--- config.mk ---
export PLATFORM = sky130hd
export DESIGN_NAME = cabac_level_rate_est
export DESIGN_NICKNAME = d
export VERILOG_FILES = /design/src/rtl/cabac_level_rate_est.sv
export SDC_FILE = /design/constraint.sdc
export NUM_CORES = 1
export LEC_CHECK = 0
export BUFFER_PORTS_ARGS = -buffer_cell sky130_fd_sc_hd__buf_4
export CORE_ASPECT_RATIO = 0.8
export CORE_MARGIN = 10
export CORE_UTILIZATION = 50
export CTS_CLUSTER_SIZE = 12
export DETAILED_ROUTE_END_ITERATION = 8
export GPL_ROUTABILITY_DRIVEN = 0
export PLACE_DENSITY = 0.72
export SKIP_LAST_GASP = 1
export SLEW_MARGIN = 0
export SYNTH_ARGS = -nofsm -noshare
export SYNTH_HDL_FRONTEND = slang
export SYNTH_SLANG_ARGS = --single-unit
--- constraint.sdc ---
create_clock -name clk -period 5.1 [get_ports clk]
set_input_delay 1.02 -clock clk [delete_from_list [all_inputs] [get_ports clk]]
set_output_delay 1.02 -clock clk [all_outputs]
set_load 0.05 [all_outputs]
--- src/rtl/cabac_level_rate_est.sv ---
`default_nettype none
// ============================================================================
// Module   : cabac_level_rate_est
// Purpose  : RDOQ rate estimate of one candidate level (greater1/greater2 bins
//            plus Rice/Exp-Golomb escape) with per-CG context state.
//            Optional CG accumulator: define CABAC_RATE_CG_ACC_EN.
// Revision : 1.0
// ============================================================================
module cabac_level_rate_est #(
    parameter int COST_W   = 16,
    parameter int FRAC_W   = 15,
    parameter int LEVEL_W  = 16,
    parameter int ACC_W    = 32,
    parameter int C1_LIMIT = 8,
    parameter int C2_LIMIT = 1,
    parameter int MAX_RICE = 4
) (
    input  logic                          clk,
    input  logic                          rst_n,
    input  logic                          in_valid,
    output logic                          in_ready,
    input  logic [LEVEL_W-1:0]            in_level,
    input  logic                          in_commit,
    input  logic                          in_cg_start,
    input  logic                          in_cg_last,
    input  logic [COST_W-1:0]             in_g1_cost0,
    input  logic [COST_W-1:0]             in_g1_cost1,
    input  logic [COST_W-1:0]             in_g2_cost0,
    input  logic [COST_W-1:0]             in_g2_cost1,
    output logic                          out_valid,
    input  logic                          out_ready,
    output logic [ACC_W-1:0]              out_bits,
    output logic [1:0]                    out_c1,
    output logic [$clog2(C1_LIMIT+1)-1:0] out_c1_idx,
    output logic [$clog2(C2_LIMIT+1)-1:0] out_c2_idx,
    output logic [$clog2(MAX_RICE+1)-1:0] out_rice,
    output logic [ACC_W-1:0]              cg_bits,
    output logic                          cg_bits_valid
);
    localparam int C1I_W  = $clog2(C1_LIMIT+1);
    localparam int C2I_W  = $clog2(C2_LIMIT+1);
    localparam int RICE_W = $clog2(MAX_RICE+1);
    localparam int FX_W   = COST_W + 1;
    localparam int S_W    = LEVEL_W + 2;
    localparam int LEN_W  = $clog2(S_W) + 1;
    localparam int EXT_W  = ((ACC_W > FRAC_W + 8) ? ACC_W : FRAC_W + 8) + 2;
    localparam logic [C1I_W-1:0]  C_C1_LIM   = C1I_W'(C1_LIMIT);
    localparam logic [C2I_W-1:0]  C_C2_LIM   = C2I_W'(C2_LIMIT);
    localparam logic [RICE_W-1:0] C_MAX_RICE = RICE_W'(MAX_RICE);

    typedef enum logic [1:0] {
        S_IDLE = 2'd0,
        S_CALC = 2'd1,
        S_ESC  = 2'd2,
        S_OUT  = 2'd3
    } state_t;

    state_t               r_state;
    logic                 r_ph;
    logic [LEVEL_W-1:0]   r_level;
    logic                 r_commit;
    logic                 r_cg_start;
    logic                 r_cg_last;
    logic [COST_W-1:0]    r_g1c0, r_g1c1, r_g2c0, r_g2c1;
    logic [FX_W-1:0]      r_fixed;
    logic                 r_esc;
    logic [S_W-1:0]       r_s;
    logic [RICE_W-1:0]    r_k;
    logic [S_W-1:0]       r_sp;
    logic [LEN_W-1:0]     r_len;

    logic [1:0]           r_c1;
    logic [C1I_W-1:0]     r_c1_idx;
    logic [C2I_W-1:0]     r_c2_idx;
    logic [RICE_W-1:0]    r_rice;

    assign out_c1     = r_c1;
    assign out_c1_idx = r_c1_idx;
    assign out_c2_idx = r_c2_idx;
    assign out_rice   = r_rice;

    // Working context: a CG start replaces the stored state for this beat only.
    logic [1:0]        w_c1;
    logic [C1I_W-1:0]  w_c1_idx;
    logic [C2I_W-1:0]  w_c2_idx;
    logic [RICE_W-1:0] w_rice;
    logic              w_g1ok, w_g2ok, w_esc_need;
    logic [1:0]        w_base;
    logic [S_W-1:0]    w_lvl_ext, w_s;

    assign w_c1       = r_cg_start ? 2'd1 : r_c1;
    assign w_c1_idx   = r_cg_start ? '0 : r_c1_idx;
    assign w_c2_idx   = r_cg_start ? '0 : r_c2_idx;
    assign w_rice     = r_cg_start ? '0 : r_rice;
    assign w_g1ok     = (w_c1_idx < C_C1_LIM);
    assign w_g2ok     = w_g1ok && (w_c2_idx < C_C2_LIM);
    assign w_base     = w_g1ok ? (w_g2ok ? 2'd3 : 2'd2) : 2'd1;
    assign w_lvl_ext  = S_W'(r_level);
    assign w_esc_need = (w_lvl_ext >= S_W'(w_base));
    assign w_s        = w_lvl_ext - S_W'(w_base);

    logic [FX_W-1:0] w_fixed;
    always_comb begin
        w_fixed = '0;
        if (r_level == '0) begin
            w_fixed = '0;
        end else if (!w_esc_need) begin
            if (r_level == LEVEL_W'(1))
                w_fixed = FX_W'(r_g1c0);
            else
                w_fixed = FX_W'(r_g1c1) + FX_W'(r_g2c0);
        end else begin
            w_fixed = (w_g1ok ? FX_W'(r_g1c1) : '0) + (w_g2ok ? FX_W'(r_g2c1) : '0);
        end
    end

    logic [S_W-1:0]   w_thr, w_pow;
    logic [EXT_W-1:0] w_pre, w_eg;
    assign w_thr = S_W'(3) << r_k;
    assign w_pow = S_W'(1) << r_len;
    assign w_pre = (EXT_W'(r_s >> r_k) + EXT_W'(r_k) + EXT_W'(1)) << FRAC_W;
    assign w_eg  = (EXT_W'(4) + (EXT_W'(r_len) << 1) - EXT_W'(r_k)) << FRAC_W;

    function automatic logic [ACC_W-1:0] f_sat(input logic [EXT_W-1:0] v);
        f_sat = (|v[EXT_W-1:ACC_W]) ? '1 : v[ACC_W-1:0];
    endfunction

    logic [1:0]        w_nc1;
    logic [C1I_W-1:0]  w_nc1_idx;
    logic [C2I_W-1:0]  w_nc2_idx;
    logic [RICE_W-1:0] w_nrice;
    always_comb begin
        w_nc1     = w_c1;
        w_nc1_idx = w_c1_idx;
        w_nc2_idx = w_c2_idx;
        w_nrice   = w_rice;
        if (r_level != '0) begin
            if (r_level > LEVEL_W'(1))
                w_nc1 = 2'd0;
            else if (w_c1 != 2'd0 && w_c1 != 2'd3)
                w_nc1 = w_c1 + 2'd1;
            if (w_g1ok)
                w_nc1_idx = w_c1_idx + C1I_W'(1);
            if (r_level > LEVEL_W'(1) && w_g2ok)
                w_nc2_idx = w_c2_idx + C2I_W'(1);
            if (w_lvl_ext > (S_W'(3) << w_rice) && w_rice < C_MAX_RICE)
                w_nrice = w_rice + RICE_W'(1);
        end
    end

    always_ff @(posedge clk or negedge rst_n) begin
        if (!rst_n) begin
            r_state    <= S_IDLE;
            r_ph       <= 1'b0;
            in_ready   <= 1'b1;
            out_valid  <= 1'b0;
            out_bits   <= '0;
            r_level    <= '0;
            r_commit   <= 1'b0;
            r_cg_start <= 1'b0;
            r_cg_last  <= 1'b0;
            r_g1c0     <= '0;
            r_g1c1     <= '0;
            r_g2c0     <= '0;
            r_g2c1     <= '0;
            r_fixed    <= '0;
            r_esc      <= 1'b0;
            r_s        <= '0;
            r_k        <= '0;
            r_sp       <= '0;
            r_len      <= '0;
            r_c1       <= 2'd1;
            r_c1_idx   <= '0;
            r_c2_idx   <= '0;
            r_rice     <= '0;
        end else begin
            case (r_state)
                S_IDLE: begin
                    if (in_valid) begin
                        r_level    <= in_level;
                        r_commit   <= in_commit;
                        r_cg_start <= in_cg_start;
                        r_cg_last  <= in_cg_last;
                        r_g1c0     <= in_g1_cost0;
                        r_g1c1     <= in_g1_cost1;
                        r_g2c0     <= in_g2_cost0;
                        r_g2c1     <= in_g2_cost1;
                        r_ph       <= 1'b0;
                        in_ready   <= 1'b0;
                        r_state    <= S_CALC;
                    end
                end
                S_CALC: begin
                    // First cycle resolves context/bins, second classifies the escape.
                    if (!r_ph) begin
                        r_fixed <= w_fixed;
                        r_esc   <= w_esc_need;
                        r_s     <= w_s;
                        r_k     <= w_rice;
                        r_ph    <= 1'b1;
                    end else if (!r_esc) begin
                        out_bits  <= f_sat(EXT_W'(r_fixed));
                        out_valid <= 1'b1;
                        r_state   <= S_OUT;
                    end else if (r_s < w_thr) begin
                        out_bits  <= f_sat(EXT_W'(r_fixed) + w_pre);
                        out_valid <= 1'b1;
                        r_state   <= S_OUT;
                    end else begin
                        r_sp    <= r_s - w_thr;
                        r_len   <= LEN_W'(r_k);
                        r_state <= S_ESC;
                    end
                end
                S_ESC: begin
                    if (r_sp >= w_pow) begin
                        r_sp  <= r_sp - w_pow;
                        r_len <= r_len + LEN_W'(1);
                    end else begin
                        out_bits  <= f_sat(EXT_W'(r_fixed) + w_eg);
                        out_valid <= 1'b1;
                        r_state   <= S_OUT;
                    end
                end
                S_OUT: begin
                    if (out_ready) begin
                        out_valid <= 1'b0;
                        in_ready  <= 1'b1;
                        r_state   <= S_IDLE;
                        if (r_commit) begin
                            r_c1     <= w_nc1;
                            r_c1_idx <= w_nc1_idx;
                            r_c2_idx <= w_nc2_idx;
                            r_rice   <= w_nrice;
                        end
                    end
                end
                default: r_state <= S_IDLE;
            endcase
        end
    end

`ifdef CABAC_RATE_CG_ACC_EN
    logic [ACC_W-1:0] r_acc;
    logic [ACC_W-1:0] w_acc_base;
    logic [ACC_W:0]   w_acc_sum;
    logic [ACC_W-1:0] w_acc_sat;
    assign w_acc_base = r_cg_start ? '0 : r_acc;
    assign w_acc_sum  = {1'b0, w_acc_base} + {1'b0, out_bits};
    assign w_acc_sat  = w_acc_sum[ACC_W] ? '1 : w_acc_sum[ACC_W-1:0];

    always_ff @(posedge clk or negedge rst_n) begin
        if (!rst_n) begin
            r_acc         <= '0;
            cg_bits       <= '0;
            cg_bits_valid <= 1'b0;
        end else begin
            cg_bits_valid <= 1'b0;
            if (r_state == S_OUT && out_ready && r_commit) begin
                r_acc <= w_acc_sat;
                if (r_cg_last) begin
                    cg_bits       <= w_acc_sat;
                    cg_bits_valid <= 1'b1;
                end
            end
        end
    end
`else
    logic w_unused_cg_last;
    assign w_unused_cg_last = r_cg_last;
    assign cg_bits          = '0;
    assign cg_bits_valid    = 1'b0;
`endif

endmodule
`default_nettype wire
==> run metrics, run 1 <==
status=finished clean; RSZ-0062 raised after global routing=no; first-pass GRT wire length=60.2 mm; pin count of the biggest net entering global routing=about 120; Max-cap violations=0; slowest stage delay, CP=0.66 ns; R2R cell count=15; Max Fclk=0.212 GHz; Core ar.=around 0.028 mm2; vias in the first global route=11,252; Min-Delay Startpoint=r_fixed[7]; Setup TNS=0 ns; Crit Path Class=register to register; final WL=37.8 mm; gr ovfl total=0; Post-CTS Setup Repair Bufs=0; Core Rows=55; worst-path cell chain=mux4_2 > mux2i_1 > ha_1 > inv_1 > fa_1 > a21oi_2 > nor2b_1 > a32o_1 > a22oi_1 > nor4_4 > nor4_4 > mux2i_4 > nand2_4 > nand2_4 > o22a_1; worst path required time=5.44 ns; WP data arrival=5.05 ns; DRC=0; clock-pin slew on the worst setup and hold paths=0.08 ns; Synth async-reset ratio=100%; Num CTS Buffers=17; slew margin rel.=between 20 and 25%; Pre-Repair DR Iteration Count=5; post-CTS resize count=0; Slew Limit Fails=0; share of cells above drive strength 1=around a fifth; Max Fanout on Critical Path=23; Die W=about 210 um; clk sink count=between 150 and 200; Port Buf Inserts=between 100 and 150; H-tree depth=4; warning count from the yosys run=0; synthesized area=0.0142 mm2; DR vias/cell=5.81; DP HPWL=29.2 mm; Layout area overhead=12.4%; startpoint types=register; Initial Utilization=50.5%; initial antenna violation count=0; crit path capture type=register; via count=11,537; slowest stage cell, crit path=dfrtp_1; Synth Flop Type=dfrtp_1; syn_area_per_cell=9.45 um2; n_diodes=0; HP Class=register to register; Worst-Skew Late Latency=between 0.4 and 0.5 ns; Fillers=about 2,500; Worst Tran Pin Value=1.13 ns; Critical R2R Launch=r_k[1]; commonest non-fill, non-tap cells in the layout=dfrtp_1 (188), buf_4 (147), nand2_1 (145); final worst-path cycle share=92.4%; FF+latch count, synth=191; nets=1,804; Worst Clk Skew=0.0167 ns; Seq/Total Area, Yosys=33.7%; hold path endpoint=r_fixed[7]; area of the multi-input gates=0.00871 mm2; Register Area=~0.0048 mm2; FF-to-FF End=out_bits[9]; Finished Core Util=about 57%; remaining antenna violation count=0; Die Area=between 0.03 and 0.04 mm2; reg2reg setup slack=0.39 ns; quantity of hold-fixing buffers added after cts=0; CTS Buffer Depth=2; worst-case hold slack=~0.5 ns; Synth cell types=between 90 and 100; commonest non-fill, non-tap cell in the layout=dfrtp_1; WL/cell=19.0 um; Final Hold Viols=0; IO Count=between 150 and 200; Gate Count Post-Synth=1,500; CTS tree=done; clock root cell=clkbuf_16; Post-synth EDFFs=0; 1st-iter DRT viols=903; fin crit period=4.71 ns; GRT Resource Usage Total=20.8%; Setup Viol. Count Final=0; hold-critical path depth=2; Die Span Y=around 170 um
==> cell families after synthesis <==
kind of cell | count (synthesis) | share of synthesized area, %
AND/OR/NAND/NOR | 456 | 16.2
AO/OA/AOI/OAI | 353 | 16.4
flip-flops | 191 | 33.7
buffers and inverters | 160 | 5.79
multiplexers | 129 | 11.4
adder cells (fa/ha/maj) | 114 | 10.5
XOR/XNOR | 96 | 5.93
other | 1 | 0.0265
==> worst max-delay path, delay by kind of cell, from the launching register on <==
kind                     cells  cell delay [ns]
AO/OA/AOI/OAI                4             1.53
adder cells (fa/ha/maj)      2             0.60
buffers and inverters        1             0.05
flip-flops                   1             0.66
multiplexers                 3             0.88
AND/OR/NAND/NOR              5             0.88
==> registers in the layout (all words and copies together), names as in the netlist <==
| signal | cells |
|---|---|
| r_ph | 1 |
| r_level | 16 |
| out_c2_idx | 1 |
| r_esc | 1 |
| out_valid | 1 |
| r_g1c0 | 16 |
| out_c1 | 2 |
| r_g2c1 | 16 |
| out_c1_idx | 4 |
| r_g2c0 | 16 |
| r_s | 17 |
| r_sp | 18 |
| r_state | 2 |
| out_bits | 32 |
| in_ready | 1 |
| r_k | 3 |
| r_g1c1 | 16 |
| out_rice | 3 |
| r_cg_start | 1 |
| r_commit | 1 |
| r_fixed | 17 |
| r_len | 6 |
==> synthesized netlist by cell type (6+ instances only) <==
| library cell | count | area (um2) |
|---|---|---|
| nor3_1 | 30 | 150 |
| inv_1 | 61 | 229 |
| xnor2_1 | 70 | 613 |
| o22a_1 | 23 | 201 |
| nand3_1 | 25 | 125 |
| nand4_1 | 9 | 56.3 |
| a31oi_1 | 19 | 119 |
| clkbuf_1 | 46 | 173 |
| nor2_1 | 98 | 368 |
| a211oi_1 | 15 | 113 |
| fa_1 | 9 | 180 |
| nand2_1 | 146 | 548 |
| a21boi_0 | 6 | 45.0 |
| a22o_1 | 6 | 52.6 |
| or2_2 | 6 | 37.5 |
| o21a_1 | 10 | 75.1 |
| buf_4 | 36 | 270 |
| a21oi_1 | 75 | 375 |
| dfrtp_1 | 189 | 4730 |
| o21ai_0 | 110 | 551 |
| ha_1 | 105 | 1310 |
| mux4_2 | 14 | 315 |
| mux2i_1 | 22 | 220 |
| xor2_1 | 26 | 228 |
| nand2b_1 | 23 | 144 |
| and2_1 | 40 | 250 |
| or3_1 | 14 | 87.6 |
| a21o_1 | 26 | 195 |
| nor2b_1 | 27 | 169 |
| mux2_2 | 86 | 968 |
==> layer usage <==
metal  share of wire [%]  vias up  GRT usage (%)
met2                  43      380           31.2
met1                  48     5638           30.5
met4                 1.6        0           4.91
met5                   0        -              0
met3                 6.9       41           3.70
li1                    -     5478              -
==> per-stage QoR <==
step                      worst slack (ns)  std cells  instance area (um2)
final                                0.388       1986                15900
after global routing                0.0601       1986                15900
after CTS                           0.0378       1986                15900
after detailed placement            0.0574       1954                15300
after global placement               0.332       1954                15300
after floorplan                      0.710       1532                14300
==> worst max path at each step <==
stage,cells after the start,endpoint,start,slack (ns)
floorplan,19,out_bits[26],r_k[0],0.71
global route,15,out_bits[1],r_k[1],0.06
CTS,15,out_bits[9],r_k[0],0.04
detailed placement,15,out_bits[9],r_k[0],0.06
global placement,15,out_bits[11],r_k[0],0.33
finish,15,out_bits[9],r_k[1],0.39
==> layout make-up <==
type / count / share of cell area, %
multi-input cells: 1181 / 54.7
flip-flops and latches: 191 / 30.0
repair buffers: 150 / 7.27
well taps: 370 / 2.91
clock buffers: 18 / 2.76
inverters: 62 / 1.47
clock inverters: 14 / 0.880
Power of run 1 is not shown: default switching activity piles up to over one toggle a cycle in this logic, so the estimate is an artifact.
==> run 2, diff against run 1 <==
--- a/config.mk
+++ b/config.mk
@@ -5,6 +5,7 @@
 export SDC_FILE = /design/constraint.sdc
 export NUM_CORES = 1
 export LEC_CHECK = 0
+export ABC_AREA = 1
 export BUFFER_PORTS_ARGS = -buffer_cell sky130_fd_sc_hd__buf_4
 export CORE_ASPECT_RATIO = 0.8
 export CORE_MARGIN = 10
==> run 2 against run 1 <==
- wire length increased by 9.0%
- cell count up 33%
- maximum frequency increased by 4.8%
- worst setup slack improved by 0.22 ns
- hold slack better by 0.00067 ns
- global-route usage up 1.4 points
- sequential cell count stayed put
- synthesized cell count rose by 43%
- non-clock buffer count increased by 2
- sequential share of layout area fell by 1.1 points
- critical path depth up 10
- register-to-register slack improved by 0.22 ns
==> run metrics, run 2 <==
P_leak=8.80 nW; n_diodes=0; clock-pin slew on the worst setup and hold paths=0.08 ns; CTS Buffer Depth=2; worst path required time=around 5.4 ns; clock root cell=clkbuf_16; Die Area=approximately 0.037 mm2; Post-CTS Setup Repair Bufs=0; area of the multi-input gates=approximately 0.0086 mm2; clock group share of total power=10.8%; Die W=~210 um; HP Class=register to register; crit path capture type=register; total power=13.1 mW; Gate power share=67.4%; commonest non-fill, non-tap cell in the layout=nand2_1; Synth area leader=dfrtp_1; cell with the most instances after synthesis=nand2_1; largest reg by FF count=out_bits; DR vias/cell=5.35; Max Fanout on Critical Path=30; Synth top area share=32.1%; quantity of hold-fixing buffers added after cts=0; DRC=0; CTS tree=done; Synth cell types=between 50 and 60; Max-cap violations=0; post-CTS resize count=0; ranking of synthesized cells by area=dfrtp_1 (32%), nand2_1 (17%), ha_1 (8.9%), inv_1 (6.3%), o21ai_0 (5.4%); Die Span Y=between 150 and 200 um; RSZ-0062 raised after global routing=no; gr ovfl total=0; Synth Flop Type=dfrtp_1; synthesized area=roughly 0.015 mm2; initial antenna violation count=0; Seq/Total Area, Yosys=32.4%; remaining antenna violation count=0; Gate Count Post-Synth=2,143; slew margin rel.=32.4%; Setup TNS=0 ns; Flop pwr share=between 20% and 30%; nets=2,448; WL/cell=~16 um; via count=14,120; H-tree depth=4; Max Fclk=0.222 GHz; final worst-path cycle share=between 80% and 90%; Num CTS Buffers=17; first-pass GRT wire length=67.4 mm; Core Rows=56; P_sw=7.13 mW; Slew Limit Fails=0; syn_area_per_cell=6.88 um2; FF+latch count, synth=191; 1st-iter DRT viols=1,304; commonest non-fill, non-tap cells in the layout=nand2_1 (650), inv_1 (248), nor2_1 (191); Largest register FFs=32; warning count from the yosys run=0; GRT Resource Usage Total=between 20 and 25%; Worst-Skew Late Latency=between 0.4 and 0.5 ns; vias in the first global route=approximately 13,000; P_int=5.92 mW; Core ar.=0.0292 mm2; WP data arrival=about 4.8 ns; Layout area overhead=12.3%; Largest regs=out_bits x32, r_sp x18; peak supply drop=484 uV; synth cell count leaders=nand2_1 (650), inv_1 (249), nor2_1 (192); DP HPWL=31.6 mm; Final Hold Viols=0; status=finished clean; startpoint types=register; IO Count=164; Initial Utilization=50.5%; Synth async-reset ratio=100%; final WL=41.2 mm; Fillers=2,786; Port Buf Inserts=129; clk sink count=roughly 190; pin count of the biggest net entering global routing=approximately 110; share of cells above drive strength 1=11.7%; Post-synth EDFFs=0; Worst Tran Pin Value=roughly 1.0 ns; fin crit period=about 4.5 ns; Pwr Density=788 mW/mm2; Pre-Repair DR Iteration Count=6; Setup Viol. Count Final=0; Register Area=between 0.004 and 0.005 mm2; Crit Path Class=register to register; Sw Share=a little over half; Worst Clk Skew=0.0176 ns
run 2: changes by cell type in the layout (fill, tap and decap cells not counted), moves of 24 or more:
cell and delta:
nor2b_1 -27, and2_1 -39, nor2_1 +93, mux2_2 -86
inv_1 +187, a21oi_1 +49, xnor2_1 -58, nand2_1 +505
o21ai_0 +49, nand3_1 +90, a21o_1 -24
run 2: power groups by stage:
stage | Combinational (mW) | Sequential, mW | Clock, mW
4_1_cts | 8.68 | 2.83 | 1.43
3_5_place_dp | 8.61 | 2.85 | 0
5_1_grt | 9.87 | 2.93 | 1.50
6_report | 8.79 | 2.85 | 1.41
3_3_place_gp | 8.41 | 2.84 | 0
2_1_floorplan | 6.06 | 3.18 | 0
run 2: worst paths after layout:
check / startpoint / slack (ns) / cells past startpoint / end
setup reg to reg: r_k[1] / 0.60 / 25 / out_bits[28]
max in group asynchronous: rst_n / 3.45 / 2 / out_bits[21]
hold / removal: r_g1c0[2] / 0.49 / 2 / r_g1c0[2]
setup / recovery: r_k[1] / 0.60 / 25 / out_bits[28]
hold reg to reg: r_g1c0[2] / 0.49 / 2 / r_g1c0[2]
min in group asynchronous: rst_n / 0.60 / 1 / r_s[13]
run 2: cells by family after synthesis:
family | Yosys count | synth area share (%)
compound gates | 355 | 13.1
xor+xnor | 48 | 2.85
fa+ha+maj | 114 | 10.1
buf+inv | 359 | 10.4
flops | 191 | 32.4
other cells | 1 | 0.0254
simple gates | 1075 | 31.0
run 2: metrics by stage:
stage	cell area, um2	util, %	worst slack, ns	hold WS [ns]	instances
final	16600	56.7	0.604	0.489	2637
after detailed placement	15900	54.6	0.698	0.465	2605
after global routing	16600	56.7	0.176	0.508	2637
after global placement	15900	54.6	0.774	0.467	2605
after floorplan	14900	-	1.31	0.444	2175
after CTS	16600	56.7	0.669	0.489	2637
run 2: worst max-delay path, cell delays in order (launching register included):
cell	delay (ns)
dfrtp_1	0.65
nor2_2	0.32
inv_1	0.17
a21oi_1	0.15
o21ai_0	0.10
o211ai_1	0.09
inv_1	0.06
ha_1	0.17
inv_1	0.08
fa_1	0.45
ha_1	0.30
a21oi_1	0.06
nor2_1	0.14
nand3_1	0.14
nor2_2	0.21
nand3_4	0.12
inv_2	0.08
nand3_1	0.12
nor2_2	0.13
nand3_1	0.09
nand2_2	0.10
nand2_2	0.06
nand2_4	0.30
nand3_1	0.14
nand2_1	0.09
inv_1	0.04
run 2: layout make-up:
type	count	area share [%]
Multi-Input combinational cell	1625	51.7
Sequential cell	191	28.9
Tap cell	377	2.85
Inverter	260	5.90
Timing Repair Buffer	152	7.01
Clock buffer	18	2.65
Clock inverter	14	1.05
run 2: per-layer routing:
| layer | global-route usage (%) | vias up | part of all wire, % |
|---|---|---|---|
| met2 | 33.5 | 479 | 43 |
| li1 | - | 7036 | - |
| met4 | 4.34 | 0 | 1.2 |
| met1 | 32.5 | 6563 | 49 |
| met3 | 3.96 | 42 | 6.9 |
| met5 | 0 | - | 0 |
No activity file was read; power rests on OpenSTA's default activity.
